[config.mk]
export PLATFORM = sky130hd
export DESIGN_NAME = prog_loader
export DESIGN_NICKNAME = d
export VERILOG_FILES = /design/src/rtl/rv32i_pkg.sv /design/src/rtl/prog_loader.sv
export SDC_FILE = /design/constraint.sdc
export NUM_CORES = 1
export LEC_CHECK = 0
export CORE_MARGIN = 2
export CORE_UTILIZATION = 38
export CTS_CLUSTER_DIAMETER = 40
export DETAILED_ROUTE_END_ITERATION = 6
export GPL_ROUTABILITY_DRIVEN = 0
export GPL_TIMING_DRIVEN = 0
export PLACE_DENSITY = 0.88
export SYNTH_ARGS = -nofsm -noshare
export SYNTH_HDL_FRONTEND = slang
export SYNTH_SLANG_ARGS = --single-unit
[constraint.sdc]
create_clock -name clk -period 2.8 [get_ports clk]
set_input_delay 0.56 -clock clk [delete_from_list [all_inputs] [get_ports clk]]
set_output_delay 0.56 -clock clk [all_outputs]
set_load 0.02 [all_outputs]
[src/rtl/rv32i_pkg.sv]
// Shared rv32i definitions: loader FSM encoding, default ROM base, and a byte-reverse helper.
// Latency: none. This file holds only types, constants and pure functions.
// Backpressure: not applicable.
package rv32i;

    // Reset vector of the core, which is also word 0 of the instruction ROM.
    localparam logic [31:0] ROM_BASE_DEFAULT = 32'h8000_0000;

    typedef enum logic [1:0] {
        IDLE = 2'd0,
        LOAD = 2'd1,
        HOLD = 2'd2,
        RUN  = 2'd3
    } loader_state_e;

    // The host bridge is big-endian, so each word arrives with its byte lanes reversed.
    function automatic logic [31:0] byte_reverse32(input logic [31:0] d);
        return {d[7:0], d[15:8], d[23:16], d[31:24]};
    endfunction

endpackage

[src/rtl/prog_loader.sv]
// Program loader: the host streams instruction words into ROM while the core is held in reset.
// Latency: a ROM write strobe follows acceptance by 1 cycle; the core is released HOLD_CYCLES cycles after done_in.
// Backpressure: wr_ready is high for the whole LOAD state and low otherwise; there is no stall inside LOAD.
module prog_loader
    import rv32i::*;
#(
    parameter logic [31:0] ROM_BASE    = ROM_BASE_DEFAULT,
    parameter int          ROM_WORDS   = 4096,
    parameter int          HOLD_CYCLES = 4,
    parameter bit          BYTE_SWAP   = 1'b1
) (
    input  logic        clk,
    input  logic        reset,
    input  logic        start,
    input  logic        done_in,
    input  logic        wr_valid,
    output logic        wr_ready,
    input  logic [31:0] wr_addr,
    input  logic [31:0] wr_data,
    output logic        rom_we,
    output logic [31:0] rom_addr,
    output logic [31:0] rom_wdata,
    output logic        core_reset_n,
    output logic        busy,
    output logic        err,
    output logic [15:0] word_count
);

    // The hold counter only needs to reach HOLD_CYCLES-1.
    localparam int HCW = (HOLD_CYCLES > 1) ? $clog2(HOLD_CYCLES) : 1;
    localparam logic [HCW-1:0] HOLD_INIT = HCW'(HOLD_CYCLES - 1);

    // The window is compared in 33 bits so that a ROM ending at 4 GiB cannot wrap.
    localparam logic [32:0] ROM_LO = {1'b0, ROM_BASE};
    localparam logic [32:0] ROM_HI = {1'b0, ROM_BASE} + (33'(ROM_WORDS) * 33'd4);

    loader_state_e  state;
    loader_state_e  state_nxt;
    logic [HCW-1:0] hold_cnt;
    logic           wr_acc;
    logic           wr_legal;

    // Decode the write handshake and check the address against the ROM window.
    always_comb begin
        wr_acc   = wr_valid & wr_ready;
        wr_legal = (wr_addr[1:0] == 2'b00)
                && ({1'b0, wr_addr} >= ROM_LO)
                && ({1'b0, wr_addr} <  ROM_HI);
    end

    // State register.
    always_ff @(posedge clk or posedge reset) begin
        if (reset) begin
            state <= IDLE;
        end else begin
            state <= state_nxt;
        end
    end

    // Next-state logic. start takes priority everywhere and always (re)enters LOAD.
    always_comb begin
        state_nxt = state;
        case (state)
            IDLE: begin
                if (start) state_nxt = LOAD;
            end
            LOAD: begin
                if (start)        state_nxt = LOAD;
                else if (done_in) state_nxt = HOLD;
            end
            HOLD: begin
                if (start)                 state_nxt = LOAD;
                else if (hold_cnt == '0)   state_nxt = RUN;
            end
            RUN: begin
                if (start) state_nxt = LOAD;
            end
            default: state_nxt = IDLE;
        endcase
    end

    // Outputs decoded directly from the state.
    always_comb begin
        wr_ready = (state == LOAD);
        busy     = (state == LOAD) || (state == HOLD);
    end

    // Hold counter: loaded when LOAD exits on done_in and decremented through HOLD. A restart abandons it.
    always_ff @(posedge clk or posedge reset) begin
        if (reset) begin
            hold_cnt <= '0;
        end else if (start) begin
            hold_cnt <= '0;
        end else if ((state == LOAD) && done_in) begin
            hold_cnt <= HOLD_INIT;
        end else if ((state == HOLD) && (hold_cnt != '0)) begin
            hold_cnt <= hold_cnt - HCW'(1);
        end
    end

    // The core reset is registered from the next state, so it falls on the same edge that leaves RUN.
    always_ff @(posedge clk or posedge reset) begin
        if (reset) begin
            core_reset_n <= 1'b0;
        end else begin
            core_reset_n <= (state_nxt == RUN);
        end
    end

    // Registered ROM write port. A legal aligned address already equals ROM_BASE + (word index << 2).
    always_ff @(posedge clk or posedge reset) begin
        if (reset) begin
            rom_we    <= 1'b0;
            rom_addr  <= '0;
            rom_wdata <= '0;
        end else begin
            rom_we <= wr_acc & wr_legal;
            if (wr_acc && wr_legal) begin
                rom_addr  <= wr_addr;
                rom_wdata <= BYTE_SWAP ? byte_reverse32(wr_data) : wr_data;
            end
        end
    end

    // Download statistics: a saturating word count and a sticky drop flag, both cleared by start.
    always_ff @(posedge clk or posedge reset) begin
        if (reset) begin
            err        <= 1'b0;
            word_count <= '0;
        end else if (start) begin
            err        <= 1'b0;
            word_count <= '0;
        end else if (wr_acc) begin
            if (!wr_legal) begin
                err <= 1'b1;
            end else if (word_count != 16'hFFFF) begin
                word_count <= word_count + 16'd1;
            end
        end
    end

endmodule

After elaboration in Yosys (flattened, before gate mapping)
Index checks and enable logic that the tools add are counted.
{ "word_totals": {"register_bits": 87, "latch_bits": 0, "ramBits": 0, "romBits": 0, "in_bits": 69, "out_inout_bits": 85, "elab_cells": 53, "mem_count": 0} }
{ "classes": {"addsub": 2, "n_mul": 0, "div": 0, "order_cmp": 2, "n_eq_ne": 6, "shift": 0, "mux": 16, "bitwise_logic": 2, "reduce_logical": 17} }
{ "ops": {"columns": ["operator", "count"], "rows": [
  ["$mux 16", 4],
  ["$ge 32x32->1 const B", 1],
  ["$lt 32x32->1 const B", 1],
  ["$add 16x1->16 const B", 1],
  ["$mux 2", 8],
  ["$ne 16x16->1 const B", 1],
  ["$reduce_bool 2->1", 4],
  ["$eq 2x2->1 const B", 3],
  ["$logic_not 2->1", 3],
  ["$pmux 2 s3", 1],
  ["$logic_and 1x1->1", 5],
  ["$mux 1", 3],
  ["$reduce_and 3->1", 1],
  ["$reduce_bool 3->1", 1],
  ["$and 1x1->1", 2],
  ["$eq 2x1->1 const B", 1],
  ["$ne 2x2->1 const B", 1],
  ["$reduce_and 2->1", 1],
  ["$reduce_or 2->1", 1],
  ["$sub 2x1->2 const B", 1],
  ["$logic_or 1x1->1", 1]
]} }

Depth between registers and ports, before layout
Gate-level depths: netlist (run 1).
{ "depth": {"depth_word": 6, "ltp_mapped": 9, "ltp_nobuf": 7} }

Least setup slack after synthesis (run 1)
Ideal clock, no wire load.
{ "synth_timing": {"path_kind": "reg-to-reg", "start": "reg state[1]", "end": "reg word_count[15]", "setup_time_ns": 0.127, "arrival_ns": 2.295, "slack_ns": 0.377, "stages_incl_launch_ff": 8, "n_path_buf": 1, "path_cell_list": "dfrtp_1 > inv_1 > ha_1 > nand2_1 > or3_1 > buf_2 > or4_1 > mux2_1"} }
{ "synth_between": {"elab_chain_cells": 4} }
{ "synth_lines": {"columns": ["item", "line", "rtl"], "rows": [
  ["start: declaration", "prog_loader.sv:37", "loader_state_e state;"],
  ["start signal: assignment", "prog_loader.sv:56", "state <= state_nxt;"],
  ["$eq 2x1->1", "prog_loader.sv:84", "wr_ready = (state == LOAD);"],
  ["via wr_ready", "prog_loader.sv:17", "output logic wr_ready,"],
  ["$and 1x1->1", "prog_loader.sv:45", "wr_acc = wr_valid & wr_ready;"],
  ["$reduce_bool 2->1 (no source line)", null, null],
  ["$reduce_and 3->1 (no source line)", null, null],
  ["end signal: assignment", "prog_loader.sv:137", "word_count <= word_count + 16'd1;"],
  ["end: declaration", "prog_loader.sv:26", "output logic [15:0] word_count"]
]} }
The timed path passes the listed nets, and every way through them passes these cells.
A chain may end at the register's enable or synchronous reset.

Worst setup path in the final report (run 1)
{ "layout_timing": {"start": "in wr_addr[28]", "end": "reg word_count[15]"} }
{ "layout_between": {"elab_chain_cells": 5, "word_cells_on_any_way": 6, "classes_between": "2 x order compare; 4 x reduce/logical"} }
{ "layout_lines": {"columns": ["item", "line", "rtl"], "rows": [
  ["start: declaration", "prog_loader.sv:18", "input logic [31:0] wr_addr,"],
  ["$ge 32x32->1", "prog_loader.sv:47", "&& ({1'b0, wr_addr} >= ROM_LO)"],
  ["$logic_and 1x1->1", "prog_loader.sv:47", null],
  ["$logic_and 1x1->1 (*)", "prog_loader.sv:48", "&& ({1'b0, wr_addr} < ROM_HI);"],
  ["$reduce_bool 2->1 (no source line) (*)", null, null],
  ["$reduce_and 3->1 (no source line) (*)", null, null]
]} }
Mark *: on every way between the ends. The rest lies on a longest branch, timed or not.

==> metrics, run 1 <==
status=finished clean; Avg Synthesized Cell Area=9.62 µm²; Fin. Hold Viols=0; Critical Path End Type=flip-flop; Layout area overhead=53.2%; DR vias=3,219; crit path max fanout=8; Post-DRT Antenna Nets=0; Finished Layout Cells=655; cell count after synthesis=373; worst path bufs/invs=2; chip width=101 µm; layout cells sized above 1=between 4 and 5%; final slew viol count=0; Worst Setup Start Kind=primary input; Ys Warns=0; Initial Utilization=39.0%; FF-to-FF setup slack=around 0.29 ns; MaxCap Viol Count=0; syn_nets=446; Setup Skew=0.00688 ns; Post-synth ARST share=100%; Peak Freq=approximately 370 MHz; core box area=9200 µm²; largest net degree at the start of global routing=32; Slew headroom=between 40 and 50%; Skew-Pair Late Insertion Delay=0.34 ns; cts hold-fix bufs=0; #FFs+latches synth=a little under 90; total track usage=19.2%; Routed WL=9530 µm; initial antenna violation count=0; row count=35; die extent in y=101 µm; Synth top cells by count=143 x nand2_1, 87 x dfrtp_1, 22 x and2_1, 15 x a21oi_1, 14 x clkbuf_1; Fill cells=805; leak pwr=about 0.0025 µW; CP top delay family=simple AND/OR/NAND/NOR gates; Cell Chain, Critical Path=clkdlybuf4s50_1 > nor4_2 > nand3_1 > or3_1 > buf_2 > or4_1 > mux2_1; die area=10,200 µm²; min Tclk post-route=roughly 2.7 ns; Yosys cell types=35; Post-Syn Area=3590 µm²; CTS H-tree depth=3; first-pass GRT wire length=15,600 µm; CTS Buffer Depth=2; Critical Path AT=2.93 ns; area leader, netlist=dfrtp_1; Cell Area, Placed=5300 µm²; Slew @ Worst Pin=approximately 0.81 ns; final setup violation count=0; P per Cell Area=472 nW/µm²; Remaining DRCs=0; CP peak stage delay=between 0.5 and 0.6 ns; grt ovf=0; number of clock sinks=87; Crit path required time=3.03 ns; fin nets=between 600 and 700; CTS tree=yes; dpl hpwl=7340 µm; DP Cell Count=639; final setup margin=a little over 0.09 ns; CTS root buf=clkbuf_8; top cells by area, synth=dfrtp_1 61%, nand2_1 15%, and2_1 3.8%; ys flop type=dfrtp_1; Hold Crit Class=reg -> reg; # IOs=between 150 and 200; R2R cell count=7; Hold Crit Depth=2; 1st-iter DRT viols=81; Synth top area share=60.6%; Tcrit/Tclk final=96.7%; Vias/cell=4.91; I/O Buffers=153; WP depth=7; Post-synth EDFFs=0; sequential cell area fraction in the yosys report=60.6%; clk slew on worst S/H paths=0.09 ns; diode count=0; WS Path Type=in -> reg; final instance area=5500 µm²; worst ir drop on vdd=around 0.00027 V; fin util=59.8%; slowest stage cell, crit path=or4_1; postcts setup bufs=0; Detailed Routing Iterations Pass 1=4; RSZ-0062 raised after global routing=no; Num CTS Buffers=9; pre-CTS setup slack=-0.583 ns; top-count cell post-synth=nand2_1; WL per Instance=approximately 15 µm; Min Hold Slack=about 0.47 ns; vias in the first global route=3,303
## report_power, final
group / internal [µW] / switching [µW]
registers: 1290 / 25.7
logic: 231 / 212
clock network: 378 / 458
total: 1900 / 696
## worst paths after layout
kind                                      startpoint                          to
setup / recovery                         wr_addr[28]  word_count[15]$_DFFE_PP0P_
hold / removal             rom_wdata[13]$_DFFE_PP0P_   rom_wdata[13]$_DFFE_PP0P_
setup reg to reg                  state[1]$_DFF_PP0_  word_count[15]$_DFFE_PP0P_
hold reg to reg            rom_wdata[13]$_DFFE_PP0P_   rom_wdata[13]$_DFFE_PP0P_
max in group asynchronous                      reset   word_count[2]$_DFFE_PP0P_
min in group asynchronous                      reset   rom_wdata[28]$_DFFE_PP0P_
## registers in the layout, summed over array words and instances (netlist names)
name,flops
rom_we,1
hold_cnt,2
word_count,16
state,2
core_reset_n,1
rom_addr,32
err,1
rom_wdata,32
## cell type report
cell class                      count  area, µm²  area share (%)
Clock inverter                      5       40.0           0.728
Clock buffer                       11        151            2.75
Buffer                             16       62.6            1.14
Multi-Input combinational cell    258       1310            23.8
Tap cell                          111        139            2.53
Inverter                           12       48.8           0.887
Sequential cell                    87       2180            39.6
Timing Repair Buffer              155       1570            28.6
## metrics by stage
| stage | TNS (ns) | power (µW) |
|---|---|---|
| after global routing | 0 | 2730 |
| final | 0 | 2590 |
| after floorplan | 0 | 1560 |
| after detailed placement | -22.53 | 1790 |
| after CTS | 0 | 2640 |
| after global placement | -15.92 | 1750 |
## logic make-up (layout without fill, tap and decap cells)
kind of cell | Yosys count | after routing | synth area share (%)
compound gates | 35 | 35 | 6.06
xor+xnor | 2 | 2 | 0.488
fa+ha+maj | 4 | 4 | 1.39
buf+inv | 28 | 199 | 3.00
flops | 87 | 87 | 60.6
mux | 3 | 3 | 0.906
simple gates | 214 | 214 | 27.5
## repair_timing
action | 4_1_cts | 5_1_grt
gates resized for setup | 1 | 0
endpoints found under the setup margin | 40 | 0
hold endpoints to repair | 0 | 0
## worst reg2reg max path, delay by kind of cell (launching register included)
kind | cells | cell delay, ns
simple gates | 3 | 1.10
mux | 1 | 0.33
buf+inv | 2 | 0.24
flops | 1 | 0.44
fa+ha+maj | 1 | 0.28
## cells in the final DEF, fill, tap and decap left out, types with 2 or more instances in the layout
master           count
buf_2                2
or4_1                6
o21ai_0              7
nor2b_1              2
or3_1                6
nand2_1            143
and2_1              22
clkdlybuf4s50_1    153
clkinvlp_4           4
buf_12               2
dfrtp_1             87
nor3_1               6
mux2_1               2
nand3_1              7
o31ai_1              5
o21a_1               2
nor4_2               3
inv_1               11
clkbuf_1            14
a21oi_1             15
nand4_1              5
inv_6                2
clkbuf_8            11
ha_1                 4
nor2_1               7
## metal layers
layer | vias up | GRT usage [%] | wire [µm] | part of all wire [%]
li1 | 1557 | - | - | -
met3 | 19 | 6.21 | 708 | 7.4
met2 | 115 | 33.1 | 4760 | 50
met1 | 1528 | 22.8 | 3870 | 41
met5 | - | 0 | 0 | 0
met4 | 0 | 6.03 | 196 | 2.1
(Power assumes the default switching activity.)
==> run 2: changes to the inputs <==
- CORE_ASPECT_RATIO: unset -> 1.4
==> metrics, run 2 (synthesis results as in run 1) <==
worst ir drop on vdd=0.000302 V (+11%); final setup violation count=0 (unchanged); P_sw=704 µW (+1.1%); Fill cells=765 (-5.0%); R2R cell count=7 (unchanged); Switching Share=23.5% (-3.4 points); first-pass GRT wire length=15,500 µm (-0.40%); Hold Crit Depth=2 (unchanged); P per Cell Area=533 nW/µm² (+13%); die area=10,300 µm² (+0.11%); crit path max fanout=8 (unchanged); Fin. Hold Viols=0 (unchanged); CTS tree=yes; initial antenna violation count=0 (unchanged); Hold Crit Start=rom_wdata[15]$_DFFE_PP0P_; Crit path required time=3.01 ns (-0.02 ns); Worst Setup Start Kind=primary input; fin util=60.5% (+0.64 points); Largest regs=rom_addr (32), rom_wdata (32), word_count (16); Tcrit/Tclk final=96.1% (-0.64 points); cts hold-fix bufs=0 (unchanged); row count=42 (+20%); reg2reg end=word_count[15]$_DFFE_PP0P_; commonest non-fill, non-tap cell in the layout=clkdlybuf4s50_1; share of total power in the clock network=41.0% (+8.8 points); CTS resizes=1 (unchanged); die extent in y=119 µm (+18%); MaxCap Viol Count=0 (unchanged); Slew headroom=50.7% (+5.1 points); number of clock sinks=87 (unchanged); Critical Path AT=2.90 ns (-0.03 ns); FF-to-FF Start=state[1]$_DFF_PP0_; Slew @ Worst Pin=0.736 ns (-0.0760 ns); dpl hpwl=7230 µm (-1.5%); fin nets=612 (unchanged); # IOs=154 (unchanged); Layout area overhead=56.6%; final slew viol count=0 (unchanged); Setup Skew=0.00621 ns (-0.000676 ns); cell-internal power=2290 µW (+21%); Critical Path End Type=flip-flop; vias in the first global route=3,320 (+0.51%); min Tclk post-route=2.69 ns (-0.0180 ns); Skew-Pair Late Insertion Delay=0.33 ns (about the same); core box area=9300 µm² (+1.1%); Comb pwr share=15.0% (-2.1 points); pre-CTS setup slack=-0.519 ns (+0.0645 ns); overall power=3000 µW (+16%); Vias/cell=4.98 (+1.4%); total track usage=19.1% (-0.11 points); layout cells sized above 1=4.43% (-0.35 points); FF-to-FF setup slack=0.28 ns (about the same); Routed WL=9480 µm (-0.62%); final instance area=5620 µm² (+2.2%); chip width=86.1 µm (-15%); Post-DRT Antenna Nets=0 (unchanged); clk slew on worst S/H paths=0.06 ns (-0.03 ns); Peak Freq=372 MHz (+0.67%); most frequent cells in the layout=153 x clkdlybuf4s50_1, 143 x nand2_1, 87 x dfrtp_1, 22 x and2_1; Cell Area, Placed=5300 µm² (about the same); Num CTS Buffers=9 (unchanged); status=finished clean; leak pwr=0.00258 µW (+2.3%); WS Path Type=in -> reg; Remaining DRCs=0 (unchanged); largest net degree at the start of global routing=45 (+41%); CTS Buffer Depth=2 (unchanged); diode count=0 (unchanged); Hold Crit Class=reg -> reg; Initial Utilization=38.6% (-0.44 points); CTS H-tree depth=3 (unchanged); RSZ-0062 raised after global routing=no; Seq pwr share=44.0% (-6.7 points); CTS root buf=clkbuf_16; WL per Instance=14.5 µm (-0.16%); worst hold endpoint=rom_wdata[15]$_DFFE_PP0P_; final setup margin=0.109 ns (+0.0180 ns); DR vias=3,250 (+0.96%); Detailed Routing Iterations Pass 1=4 (unchanged); post-route setup TNS=0 ns (unchanged); 1st-iter DRT viols=97 (+20%); grt ovf=0 (unchanged); postcts setup bufs=0 (unchanged); I/O Buffers=153 (unchanged)
-- run 2: cell count changes in the layout (fill, tap and decap cells not counted), sizes merged --
cell,change
inv,-2
clkbuf,-1
clkinvlp,-2
clkinv,+1
bufinv,+2
-- run 2: worst max path at each step --
| stage | from | slack, ns | to | cells after the start |
|---|---|---|---|---|
| floorplan | state[1]$_DFF_PP0_ | 0.38 | word_count[15]$_DFFE_PP0P_ | 7 |
| global placement | wr_addr[21] | -0.44 | rom_wdata[16]$_DFFE_PP0P_ | 7 |
| detailed placement | wr_addr[21] | -0.52 | rom_wdata[8]$_DFFE_PP0P_ | 7 |
| CTS | wr_addr[21] | 0.06 | word_count[15]$_DFFE_PP0P_ | 7 |
| global route | wr_addr[28] | 0.03 | word_count[15]$_DFFE_PP0P_ | 7 |
| finish | wr_addr[21] | 0.11 | word_count[15]$_DFFE_PP0P_ | 7 |
-- run 2: metrics by stage --
stage                     hold WS (ns)  cells
after floorplan                  0.546    373
after global placement           0.449    636
after detailed placement         0.456    638
after CTS                        0.468    652
after global routing             0.493    652
final                            0.464    652
-- run 2: layer usage --
| layer | part of all wire, % | vias to the layer above | track usage (%) |
|---|---|---|---|
| met2 | 53 | 124 | 33.9 |
| met1 | 37 | 1552 | 20.8 |
| met5 | 0 | - | 0 |
| met3 | 7.3 | 21 | 5.27 |
| met4 | 2.4 | 0 | 8.23 |
| li1 | - | 1553 | - |
-- run 2: power groups by stage --
stage	combinational [µW]	sequential, µW	clock [µW]
finish	450	1320	1230
global route	495	1320	1310
CTS	454	1320	1250
detailed placement	449	1340	0
global placement	417	1340	0
floorplan	214	1350	0
-- run 2: worst max-delay path, cell delays in order --
cell and delay (ns):
clkdlybuf4s50_1 0.45, nor4_4 0.35, nand3_2 0.13, or3_1 0.37
buf_2 0.18, or4_1 0.54, mux2_1 0.32
-- run 2: area by class of cell --
cell class	count	area (µm²)	share of cell area, %
inverter	12	48.8	0.868
sequential	87	2180	38.7
clock buffer	10	229	4.07
clock inverter	4	72.6	1.29
timing repair buffer	155	1570	27.9
buffer	16	62.6	1.11
tap	110	138	2.45
multi-input combinational	258	1320	23.5
==> run 3: changes to the inputs <==
- CORE_UTILIZATION: 38 -> 25
- CTS_BUF_LIST: unset -> sky130_fd_sc_hd__clkbuf_4 sky130_fd_sc_hd__clkbuf_8
- PLACE_DENSITY: 0.88 -> 0.66
==> metrics, run 3 (synthesis results as in run 1) <==
Layout area overhead=57.2%; Detailed Routing Iterations Pass 1=4 (unchanged); most frequent cells in the layout=153 x clkdlybuf4s50_1, 143 x nand2_1, 87 x dfrtp_1, 22 x and2_1, 15 x a21oi_1; Largest regs=rom_addr (32), rom_wdata (32), word_count (16); Vias/cell=4.39 (-12%); diode count=0 (unchanged); die area=15,300 µm² (+50%); chip width=105 µm (+22%); Setup Skew=0.00741 ns (+0.00120 ns); core box area=14,000 µm² (+50%); status=finished clean; 1st-iter DRT viols=58 (-40%); Crit path required time=3.03 ns (+0.02 ns); I/O Buffers=153 (unchanged); final slew viol count=0 (unchanged); Peak Freq=365 MHz (-1.8%); Num CTS Buffers=9 (unchanged); final instance area=5640 µm² (+0.36%); slowest stage cell, crit path=or4_1; final setup margin=0.0609 ns (-0.0486 ns); layout cells sized above 1=5.15% (+0.72 points); Slew headroom=53.7% (+3.0 points); CTS tree=yes; largest net degree at the start of global routing=40 (-11%); row count=51 (+21%); Skew-Pair Late Insertion Delay=0.35 ns (+0.02 ns); CTS root buf=clkbuf_8; Post-DRT Antenna Nets=0 (unchanged); first-pass GRT wire length=16,800 µm (+8.1%); die extent in y=146 µm (+23%); CTS H-tree depth=3 (unchanged); Min Hold Slack=0.473 ns (+0.00852 ns); final setup violation count=0 (unchanged); clk slew on worst S/H paths=0.09 ns (+0.03 ns); dpl hpwl=7670 µm (+6.2%); Cell Chain, Critical Path=clkdlybuf4s50_1 > nor4_2 > nand3_1 > or4_1 > buf_2 > nor3_1 > mux2_1; cts hold-fix bufs=0 (unchanged); Critical Path AT=2.96 ns (+0.06 ns); Slew @ Worst Pin=0.691 ns (-0.0455 ns); WL per Instance=13.7 µm (-5.7%); pre-CTS setup slack=-0.537 ns (-0.0182 ns); Cell Area, Placed=5400 µm² (+1.8%); commonest non-fill, non-tap cell in the layout=clkdlybuf4s50_1; number of clock sinks=87 (unchanged); Fill cells=1,392 (+82%); postcts setup bufs=0 (unchanged); Routed WL=9990 µm (+5.4%); P per Cell Area=484 nW/µm² (-9.3%); DR vias=3,198 (-1.6%); Fin. Hold Viols=0 (unchanged); # IOs=154 (unchanged); min Tclk post-route=2.74 ns (+0.0486 ns); leak pwr=0.00254 µW (-1.6%); crit path max fanout=8 (unchanged); WS Path Type=in -> reg; Critical Path End Type=flip-flop; fin nets=612 (unchanged); CTS Buffer Depth=2 (unchanged); Tcrit/Tclk final=97.8% (+1.7 points); vias in the first global route=3,401 (+2.4%); Worst Setup Start Kind=primary input; Initial Utilization=25.7% (-13 points); Remaining DRCs=0 (unchanged); initial antenna violation count=0 (unchanged); MaxCap Viol Count=0 (unchanged); grt ovf=0 (unchanged); total track usage=13.4% (-5.7 points); worst ir drop on vdd=0.000269 V (-11%); Hold Crit Class=reg -> reg; CP peak stage delay=0.53 ns (about the same)
==> run 3: area by class of cell <==
type	count	area, µm²	area share (%)
clock inverters	5	82.6	1.46
repair buffers	155	1570	27.8
multi-input cells	258	1330	23.6
well taps	185	231	4.10
inverters	12	48.8	0.865
clock buffers	11	139	2.46
plain buffers	16	62.6	1.11
flip-flops and latches	87	2180	38.6
==> run 3: critical path, delay by kind of cell <==
kind | cells | cell delay (ns)
buffers and inverters | 2 | 0.60
muxes | 1 | 0.36
and+or+nand+nor | 4 | 1.44
==> run 3: stage by stage <==
stage / util, % / total power, µW / cells / setup TNS, ns
after floorplan: - / 1560 / 373 / 0
after global placement: 38.3 / 1760 / 711 / -18.56
after detailed placement: 38.6 / 1790 / 713 / -20.57
after CTS: 40.2 / 2780 / 729 / 0
after global routing: 40.4 / 2890 / 729 / -0.00761
final: 40.4 / 2730 / 729 / 0
==> run 3: timing repair <==
action | in CTS | in global routing
hold endpoints to repair | 0 | 0
resized for setup | 1 | 3
endpoints found under the setup margin | 40 | 1
pin swaps | 0 | 2
==> run 3: report_power, final <==
group / total (µW) / internal [µW] / switching, µW / leakage, µW
registers: 1310 / 1290 / 25.0 / 0.00121
logic: 442 / 231 / 211 / 0.00123
clock network: 972 / 523 / 449 / 0.000103
total: 2730 / 2040 / 685 / 0.00254
==> run 3: final timing paths <==
kind                                                from                          to  slack, ns  cells after the start
worst max-delay path                          wr_addr[0]  word_count[14]$_DFFE_PP0P_       0.06                      7
worst min-delay path            rom_addr[13]$_DFFE_PP0P_    rom_addr[13]$_DFFE_PP0P_       0.47                      2
worst max register to register        state[1]$_DFF_PP0_  word_count[15]$_DFFE_PP0P_       0.27                      7
worst min register to register  rom_addr[13]$_DFFE_PP0P_    rom_addr[13]$_DFFE_PP0P_       0.47                      2
max in group asynchronous                          reset    rom_addr[12]$_DFFE_PP0P_       1.77                      3
min in group asynchronous                          reset    rom_addr[26]$_DFFE_PP0P_       0.52                      2
==> run 3: per-layer routing <==
metal / up-vias / global-route usage [%] / wire length (µm)
met5: - / 0 / 0
met4: 0 / 4.07 / 92
met3: 8 / 4.52 / 708
met2: 103 / 24.0 / 5300
met1: 1539 / 14.8 / 3890
li1: 1548 / - / -
